==> config.mk <==
export PLATFORM = sky130hd
export DESIGN_NAME = nx_fifo_thresh
export DESIGN_NICKNAME = d
export VERILOG_FILES = /design/src/rtl/nx_fifo_pkg.sv /design/src/rtl/nx_fifo_thresh_ctrl.sv /design/src/rtl/nx_fifo_thresh.sv
export SDC_FILE = /design/constraint.sdc
export NUM_CORES = 1
export LEC_CHECK = 0
export ABC_AREA = 1
export CORE_MARGIN = 3
export CORE_UTILIZATION = 30
export CTS_CLUSTER_DIAMETER = 60
export DETAILED_ROUTE_END_ITERATION = 8
export PLACE_DENSITY = 0.55
export SETUP_SLACK_MARGIN = 0.5
export SLEW_MARGIN = 25
export SYNTH_ARGS = -nofsm -noshare
export SYNTH_HDL_FRONTEND = slang
export SYNTH_HIERARCHICAL = 1
export SYNTH_SLANG_ARGS = --single-unit
==> constraint.sdc <==
create_clock -name clk -period 2.5 [get_ports clk]
set_input_delay 0.75 -clock clk [delete_from_list [all_inputs] [get_ports clk]]
set_output_delay 0.75 -clock clk [all_outputs]
set_load 0.01 [all_outputs]
==> src/rtl/nx_fifo_pkg.sv <==
// Shared types and helpers for the nx_fifo family: count-width function and
// the sticky error status layout.
package nx_fifo_pkg;

  function automatic int NX_FIFO_CW(input int d);
    return $clog2(d + 1);
  endfunction

  typedef struct packed {
    logic ovf;
    logic unf;
  } nx_fifo_err_t;

endpackage

==> src/rtl/nx_fifo_thresh_ctrl.sv <==
// Control path of nx_fifo_thresh: pointers, occupancy count, flags, error pulses.
// High-water mark tracking is built only when NX_FIFO_HWM_EN is defined.
module nx_fifo_thresh_ctrl
  import nx_fifo_pkg::*;
#(
  parameter int DEPTH         = 4,
  parameter int AFULL_THRESH  = DEPTH - 1,
  parameter int AEMPTY_THRESH = 1
) (
  input  logic                          clk,
  input  logic                          rst_n,
  input  logic                          wen,
  input  logic                          ren,
  input  logic                          clear,
  output logic [$clog2(DEPTH)-1:0]      rptr,
  output logic [$clog2(DEPTH)-1:0]      wptr,
  output logic                          wr_ok,
  output logic                          empty,
  output logic                          full,
  output logic                          almost_empty,
  output logic                          almost_full,
  output logic [NX_FIFO_CW(DEPTH)-1:0]  used_slots,
  output logic [NX_FIFO_CW(DEPTH)-1:0]  free_slots,
  output logic                          overflow,
  output logic                          underflow,
`ifdef NX_FIFO_HWM_EN
  output logic [NX_FIFO_CW(DEPTH)-1:0]  peak_used,
`endif
  output logic [1:0]                    err_sticky
);

  localparam int CW = NX_FIFO_CW(DEPTH);
  localparam int PW = $clog2(DEPTH);

  logic [CW-1:0] count;
  logic [CW-1:0] count_nxt;
  logic [PW-1:0] rptr_nxt;
  logic [PW-1:0] wptr_nxt;
  logic          rd_ok;
  logic          ovf_nxt;
  logic          unf_nxt;
  nx_fifo_err_t  err_q;

  function automatic logic [PW-1:0] ptr_inc(input logic [PW-1:0] p);
    return (p == PW'(DEPTH - 1)) ? '0 : p + PW'(1);
  endfunction

  assign empty        = (count == '0);
  assign full         = (count == CW'(DEPTH));
  assign used_slots   = count;
  assign free_slots   = CW'(DEPTH) - count;
  assign almost_full  = (int'(count) >= AFULL_THRESH);
  assign almost_empty = (int'(count) <= AEMPTY_THRESH);
  assign err_sticky   = err_q;

  // A pop in the same cycle frees the slot, so a full FIFO can still take a write.
  always_comb begin
    wr_ok     = wen & (~full | ren) & ~clear;
    rd_ok     = ren & ~empty & ~clear;
    ovf_nxt   = wen & full & ~ren & ~clear;
    unf_nxt   = ren & empty & ~clear;
    rptr_nxt  = rptr;
    wptr_nxt  = wptr;
    count_nxt = count;
    if (clear) begin
      rptr_nxt  = '0;
      wptr_nxt  = '0;
      count_nxt = '0;
    end else begin
      if (rd_ok) rptr_nxt = ptr_inc(rptr);
      if (wr_ok) wptr_nxt = ptr_inc(wptr);
      case ({wr_ok, rd_ok})
        2'b10:   count_nxt = count + CW'(1);
        2'b01:   count_nxt = count - CW'(1);
        default: count_nxt = count;
      endcase
    end
  end

  always_ff @(posedge clk or negedge rst_n) begin
    if (!rst_n) begin
      rptr      <= '0;
      wptr      <= '0;
      count     <= '0;
      overflow  <= 1'b0;
      underflow <= 1'b0;
      err_q     <= '0;
    end else begin
      rptr      <= rptr_nxt;
      wptr      <= wptr_nxt;
      count     <= count_nxt;
      overflow  <= ovf_nxt;
      underflow <= unf_nxt;
      err_q.ovf <= err_q.ovf | ovf_nxt;
      err_q.unf <= err_q.unf | unf_nxt;
    end
  end

`ifdef NX_FIFO_HWM_EN
  always_ff @(posedge clk or negedge rst_n) begin
    if (!rst_n) begin
      peak_used <= '0;
    end else if (clear) begin
      peak_used <= '0;
    end else if (count_nxt > peak_used) begin
      peak_used <= count_nxt;
    end
  end
`endif

endmodule

==> src/rtl/nx_fifo_thresh.sv <==
// First-word-fall-through FIFO with watermark flags and sticky error status.
// Define NX_FIFO_HWM_EN to add the peak_used high-water-mark output.
module nx_fifo_thresh
  import nx_fifo_pkg::*;
#(
  parameter int DEPTH         = 4,
  parameter int WIDTH         = 32,
  parameter int AFULL_THRESH  = DEPTH - 1,
  parameter int AEMPTY_THRESH = 1,
  parameter int DATA_RESET    = 1
) (
  input  logic                          clk,
  input  logic                          rst_n,
  input  logic                          wen,
  input  logic                          ren,
  input  logic                          clear,
  input  logic [WIDTH-1:0]              wdata,
  output logic [WIDTH-1:0]              rdata,
  output logic                          empty,
  output logic                          full,
  output logic                          almost_empty,
  output logic                          almost_full,
  output logic [NX_FIFO_CW(DEPTH)-1:0]  used_slots,
  output logic [NX_FIFO_CW(DEPTH)-1:0]  free_slots,
  output logic                          overflow,
  output logic                          underflow,
`ifdef NX_FIFO_HWM_EN
  output logic [NX_FIFO_CW(DEPTH)-1:0]  peak_used,
`endif
  output logic [1:0]                    err_sticky
);

  localparam int PW = $clog2(DEPTH);

  logic [PW-1:0]    rptr;
  logic [PW-1:0]    wptr;
  logic             wr_ok;
  logic [WIDTH-1:0] mem [DEPTH];

  nx_fifo_thresh_ctrl #(
    .DEPTH         (DEPTH),
    .AFULL_THRESH  (AFULL_THRESH),
    .AEMPTY_THRESH (AEMPTY_THRESH)
  ) u_ctrl (
    .clk          (clk),
    .rst_n        (rst_n),
    .wen          (wen),
    .ren          (ren),
    .clear        (clear),
    .rptr         (rptr),
    .wptr         (wptr),
    .wr_ok        (wr_ok),
    .empty        (empty),
    .full         (full),
    .almost_empty (almost_empty),
    .almost_full  (almost_full),
    .used_slots   (used_slots),
    .free_slots   (free_slots),
    .overflow     (overflow),
    .underflow    (underflow),
`ifdef NX_FIFO_HWM_EN
    .peak_used    (peak_used),
`endif
    .err_sticky   (err_sticky)
  );

  generate
    if (DATA_RESET != 0) begin : g_mem_rst
      always_ff @(posedge clk or negedge rst_n) begin
        if (!rst_n) begin
          for (int i = 0; i < DEPTH; i++) mem[i] <= '0;
        end else if (wr_ok) begin
          mem[wptr] <= wdata;
        end
      end
    end else begin : g_mem_norst
      always_ff @(posedge clk) begin
        if (wr_ok) mem[wptr] <= wdata;
      end
    end
  endgenerate

  // Head is forced to zero when empty so stale entries never leak out.
  assign rdata = empty ? '0 : mem[rptr];

endmodule
Yosys cells after proc, flatten, opt, wreduce, memory -nomap -nowiden

Cells that the tools add are included.

Add/sub/neg operators: 5
Multiply operators: 0
Divide/modulo/power cells: 0
$lt $le $gt $ge: 5
Eq/ne operators: 5
Shift operators: 0
Muxes and demuxes: 15
Bitwise gates (word level): 18
Reductions and logical operators: 5

Operator list:

| operator                                                              | count |
|---|---|
| 128-bit bitwise mux                                                   | 1 |
| 32-bit two-way mux                                                    | 4 |
| 32-bit binary-select mux with 2-bit select                            | 1 |
| 32-bit demux with 2-bit select                                        | 1 |
| 2-bit two-way mux                                                     | 6 |
| 1-bit bitwise AND                                                     | 9 |
| 2-bit equality test, second input constant                            | 3 |
| 3-bit >= comparator, second input constant                            | 2 |
| 2-bit NOT with 3-bit output                                           | 2 |
| 3-bit one-hot mux with 2 select lines                                 | 1 |
| 2-bit by 1-bit adder with 2-bit output, second input constant         | 2 |
| 1-bit NOT                                                             | 4 |
| 2-bit nonzero test                                                    | 2 |
| 3-bit by 1-bit adder with 3-bit output, second input constant         | 1 |
| 3-bit equality test, second input constant                            | 1 |
| 3-bit by 2-bit >= comparator with 1-bit output, second input constant | 1 |
| 3-bit by 1-bit <= comparator with 1-bit output, second input constant | 1 |
| 3-bit zero test                                                       | 1 |
| 3-bit by 1-bit < comparator with 1-bit output, second input constant  | 1 |
| 3-bit two-way mux                                                     | 1 |
| 1-bit OR                                                              | 3 |
| 3-bit nonzero test                                                    | 1 |
| 3-bit by 1-bit subtractor with 3-bit output, second input constant    | 1 |
| 3-bit subtractor, first input constant                                | 1 |
| other kinds (2)                                                       | 2 |

Register bits: 139
Bits in latches: 0
Bits in writable memories: 0
ROM bits: 0
Input bits: 37
Output and inout port bits: 46
Word-level logic and storage cells: 64
Memories: 0

Depth between registers and ports, before layout

Depth after elaboration: 8
Mapped depth: 11

By module

Netlist, hierarchy kept.

Modules (own cells, without submodules):

| module              | instances | cells an instance | area an instance (µm²) |
|---|---|---|---|
| nx_fifo_thresh      | 1         | 823               | 6143.4 |
| nx_fifo_thresh_ctrl | 1         | 84                | 691.9 |

Least setup slack after synthesis

No wires, ideal clock.

Path type: reg2out
Start: register u_ctrl.count[0], in the netlist u_ctrl/used_slots[0]
End: output port rdata[10]
Arrival: 1499 ps
Data required time: 1750 ps
Slack: 251 ps
Stages on the path, launching flop included: 6
Path buffers: 1
Path through: dfrtp_1 > inv_1 > ha_1 > ha_1 > clkbuf_1 > a21oi_1

Longest elaborated chain between the ends: 2

Ends and longest elaborated chain:

| what                   | RTL line                  | source |
|---|---|---|
| from (decl)            | nx_fifo_thresh_ctrl.sv:35 | `logic [CW-1:0] count;` |
| from (signal assigned) | nx_fifo_thresh_ctrl.sv:91 | `count <= count_nxt;` |
| 3-bit zero test        | nx_fifo_thresh_ctrl.sv:48 | `assign empty = (count == '0);` |
| via empty              | nx_fifo_thresh.sv:19      | `output logic empty,` |
| 32-bit two-way mux     | nx_fifo_thresh.sv:84      | `assign rdata = empty ? '0 : mem[rptr];` |
| to (decl)              | nx_fifo_thresh.sv:18      | `output logic [WIDTH-1:0] rdata,` |

The timed path passes the listed nets, and every way through them passes these cells.

Final worst setup path

Start: register u_ctrl.count[1], in the netlist u_ctrl/used_slots[1]
End: output port rdata[22]

Longest elaborated chain between the ends: 2

Ends and longest elaborated chain:

| what               | RTL line |
|---|---|
| 3-bit zero test    | nx_fifo_thresh_ctrl.sv:48 |
| 32-bit two-way mux | nx_fifo_thresh.sv:84 |

Every way passes these cells.

==> flow_summary.toml <==
[global_routing]
grt_pass1_vias = 5462
track_usage = 0.1522
grt_max_degree = 52
gr-total-overflow = 0
grt_first_pass_wirelength_mm = 29.49
grt_antenna_before_repair = 0

[cts]
cts.sinks = 139
cts-htree-levels = 4
clock_tree.buffer_depth = 2
worstSkewPairLatency_ns = 0.42
cts.clk_slew.worst_paths_ns = 0.07
clock-root-buffer = "clkbuf_16"
tritoncts.num_buffers = 17
tritoncts_clock_tree = "done"

[setup_path]
start_kind = "flip-flop"
cp_common_cell = "ha_4"
wp_buf_inv = 4
critPathSlowestCell = "dfrtp_1"
critical_path.max_fanout = 7
cpPeakStageDelay_ns = 0.36
worstSetupPathDepth = 7
cpLargestDelayFamily = "buffers and inverters"
timing.reg2reg.worst_path_depth = 12
timing.critical_path.cells = "inv_2 -> ha_4 -> ha_4 -> buf_6 -> buf_16 -> a21oi_4 -> buf_2"
timing.critical_path.to_type = "output pin"
criticalPathCategory = "flip-flop to output pin"
worstPathRequired_ns = 1.75
critPathArrivalTime_ns = 1.74

[cells_and_area]
drive_above_1_share = 0.2329
final_cells = 1306
final_area_um2 = 9593
layout_common_cells = "nand2_1, inv_1, dfrtp_1"
fillerInstances = 2221
antenna-diode-count = 0
area.growth.synth_to_final_pct = 40.34
sequential_cell_area_um2 = 3482
multi_input_comb_area_um2 = 2999
num-nets-final = 1059
most_common_library_cell_in_the_layout_ignoring_fill_and_taps = "nand2_1"

[sta]
finalSetupTns_ns = 0
timing.slew.headroom = 0.6487
timing.clock.skew_ns = 0.008773
final.hold.worst_slack_ns = 0.2862
final_min_period_over_clock_period = 0.9953
setup_viol = 0
timing.final.max_slew_violations = 0
rsz0062_at_grt = "yes"
transition_time_of_the_tightest_slew_check_pin_ns = 0.5270
fmax_mhz = 401.9
fin_crit_ns = 2.488
timing.final.hold_violations = 0

[placement]
detailed_place_hpwl_mm = 11.08
place.port_buffers = 82
gp_congestion = 0.7351
dpl_cell_area_um2 = 8288
dp.cells = 1253

[synth]
syn_nets = 953
synth.lib_cells_used.distinct = 21
ys_warn_count = 6
part_of_the_yosys_area_used_for_sequential_elements = 0.5089
syn-mean-instance-area_um2 = 7.536
post_synth_inst_count = 907
yosys_register_bits = 139
mappedNetlistArea_um2 = 6835

[die]
rows = 54
pin_count = 83
design.core.area_um2 = 22090
die-width_um = 156.9
die_area_um2 = 24630
initial_utilization = 0.3094
die_y_um = 156.9

[run]
maxcap_viol_count = 0

[detailed_routing]
wl_per_cell_um = 14.56
num_vias = 5827
first_pass_iters = 4
drc = 0
routed_via_density = 4.462
route.antenna.remaining_nets = 0
first_iter_violations = 316
routed_wire_length_mm = 19.02

[pwr]
vdd_ir_drop_max_mv = 0.4246
leak_nw = 4.719
p_per_area_nw_per_um2 = 1162

[min_path]
worstHoldPathType = "primary input to asynchronous set/reset pin"

[run_status]
status = "complete, no violations"
metal layers:
metal  track usage  routed length, µm
met3       0.03079                562
met5             0                  0
met2        0.2457               9161
met1        0.2100               9150
met4       0.03877                144
metrics by stage:
step | worst slack (ns) | power [mW] | utilization
after floorplan | 0.5037 | 6.075 | -
after global routing | -0.04269 | 12.01 | 0.4342
after detailed placement | 0.07289 | 7.800 | 0.3751
after CTS | -0.05389 | 10.66 | 0.4067
after global placement | 0.07462 | 7.748 | 0.3751
final | 0.01177 | 11.15 | 0.4342
where the power goes:
part	switching (mW)	internal, mW
registers	0.464	3.05
clock network	1.08	1.30
logic	2.77	2.48
total	4.31	6.83
timing repair:
item                       in CTS  in global routing
setup buffers                   2                 10
hold buffers                    0                  0
setup endpoints to repair      47                 70
pin swaps                       0                 14
cloned                          3                  6
resized for setup             206                147
Yosys cell counts, drive strengths merged:
| cell type | instances | area (µm²) |
|---|---|---|
| dfrtp | 139 | 3478 |
| o31ai | 1 | 7.510 |
| or2 | 2 | 12.51 |
| clkbuf | 27 | 111.4 |
| inv | 179 | 671.9 |
| nor2 | 7 | 28.78 |
| nand2 | 277 | 1057 |
| nand3 | 77 | 405.4 |
| nand4 | 1 | 6.260 |
| a21oi | 33 | 165.2 |
| buf | 22 | 112.6 |
| o21ai | 132 | 660.6 |
| nor3 | 1 | 5.000 |
| ha | 9 | 112.6 |
layout make-up:
type | instances | share of cell area
inverters | 179 | 0.07082
well taps | 280 | 0.03652
repair buffers | 136 | 0.1591
multi-input cells | 540 | 0.3126
flip-flops and latches | 139 | 0.3630
clock buffers | 17 | 0.04435
clock inverters | 15 | 0.01356
cell families after synthesis:
group	after synthesis	share of synthesized area
adders and majority gates	9	0.01647
and+or+nand+nor	365	0.2217
AOI/OAI and AO/OA	166	0.1219
buffers and inverters	228	0.1311
DFF	139	0.5089
worst paths after layout:
path	startpoint	end	slack, ns
min in group clk	u_ctrl/err_sticky[0]	u_ctrl/err_sticky[0]	0.46
setup / recovery	u_ctrl/used_slots[1]	rdata[22]	0.01
hold / removal	rst_n	u_ctrl/overflow	0.29
setup reg to reg	u_ctrl/used_slots[1]	mem[100]	0.52
max in group asynchronous	rst_n	mem[3]	1.51
hold reg to reg	u_ctrl/err_sticky[0]	u_ctrl/err_sticky[0]	0.46
sequential cells by signal (all words and copies together), names as in the netlist:
register and count:
mem 128, u_ctrl/used_slots 3, u_ctrl/err_sticky 2, u_ctrl/rptr 2, u_ctrl/underflow 1, u_ctrl/overflow 1
u_ctrl/wptr 2
No activity file was read; power rests on OpenSTA's default activity.
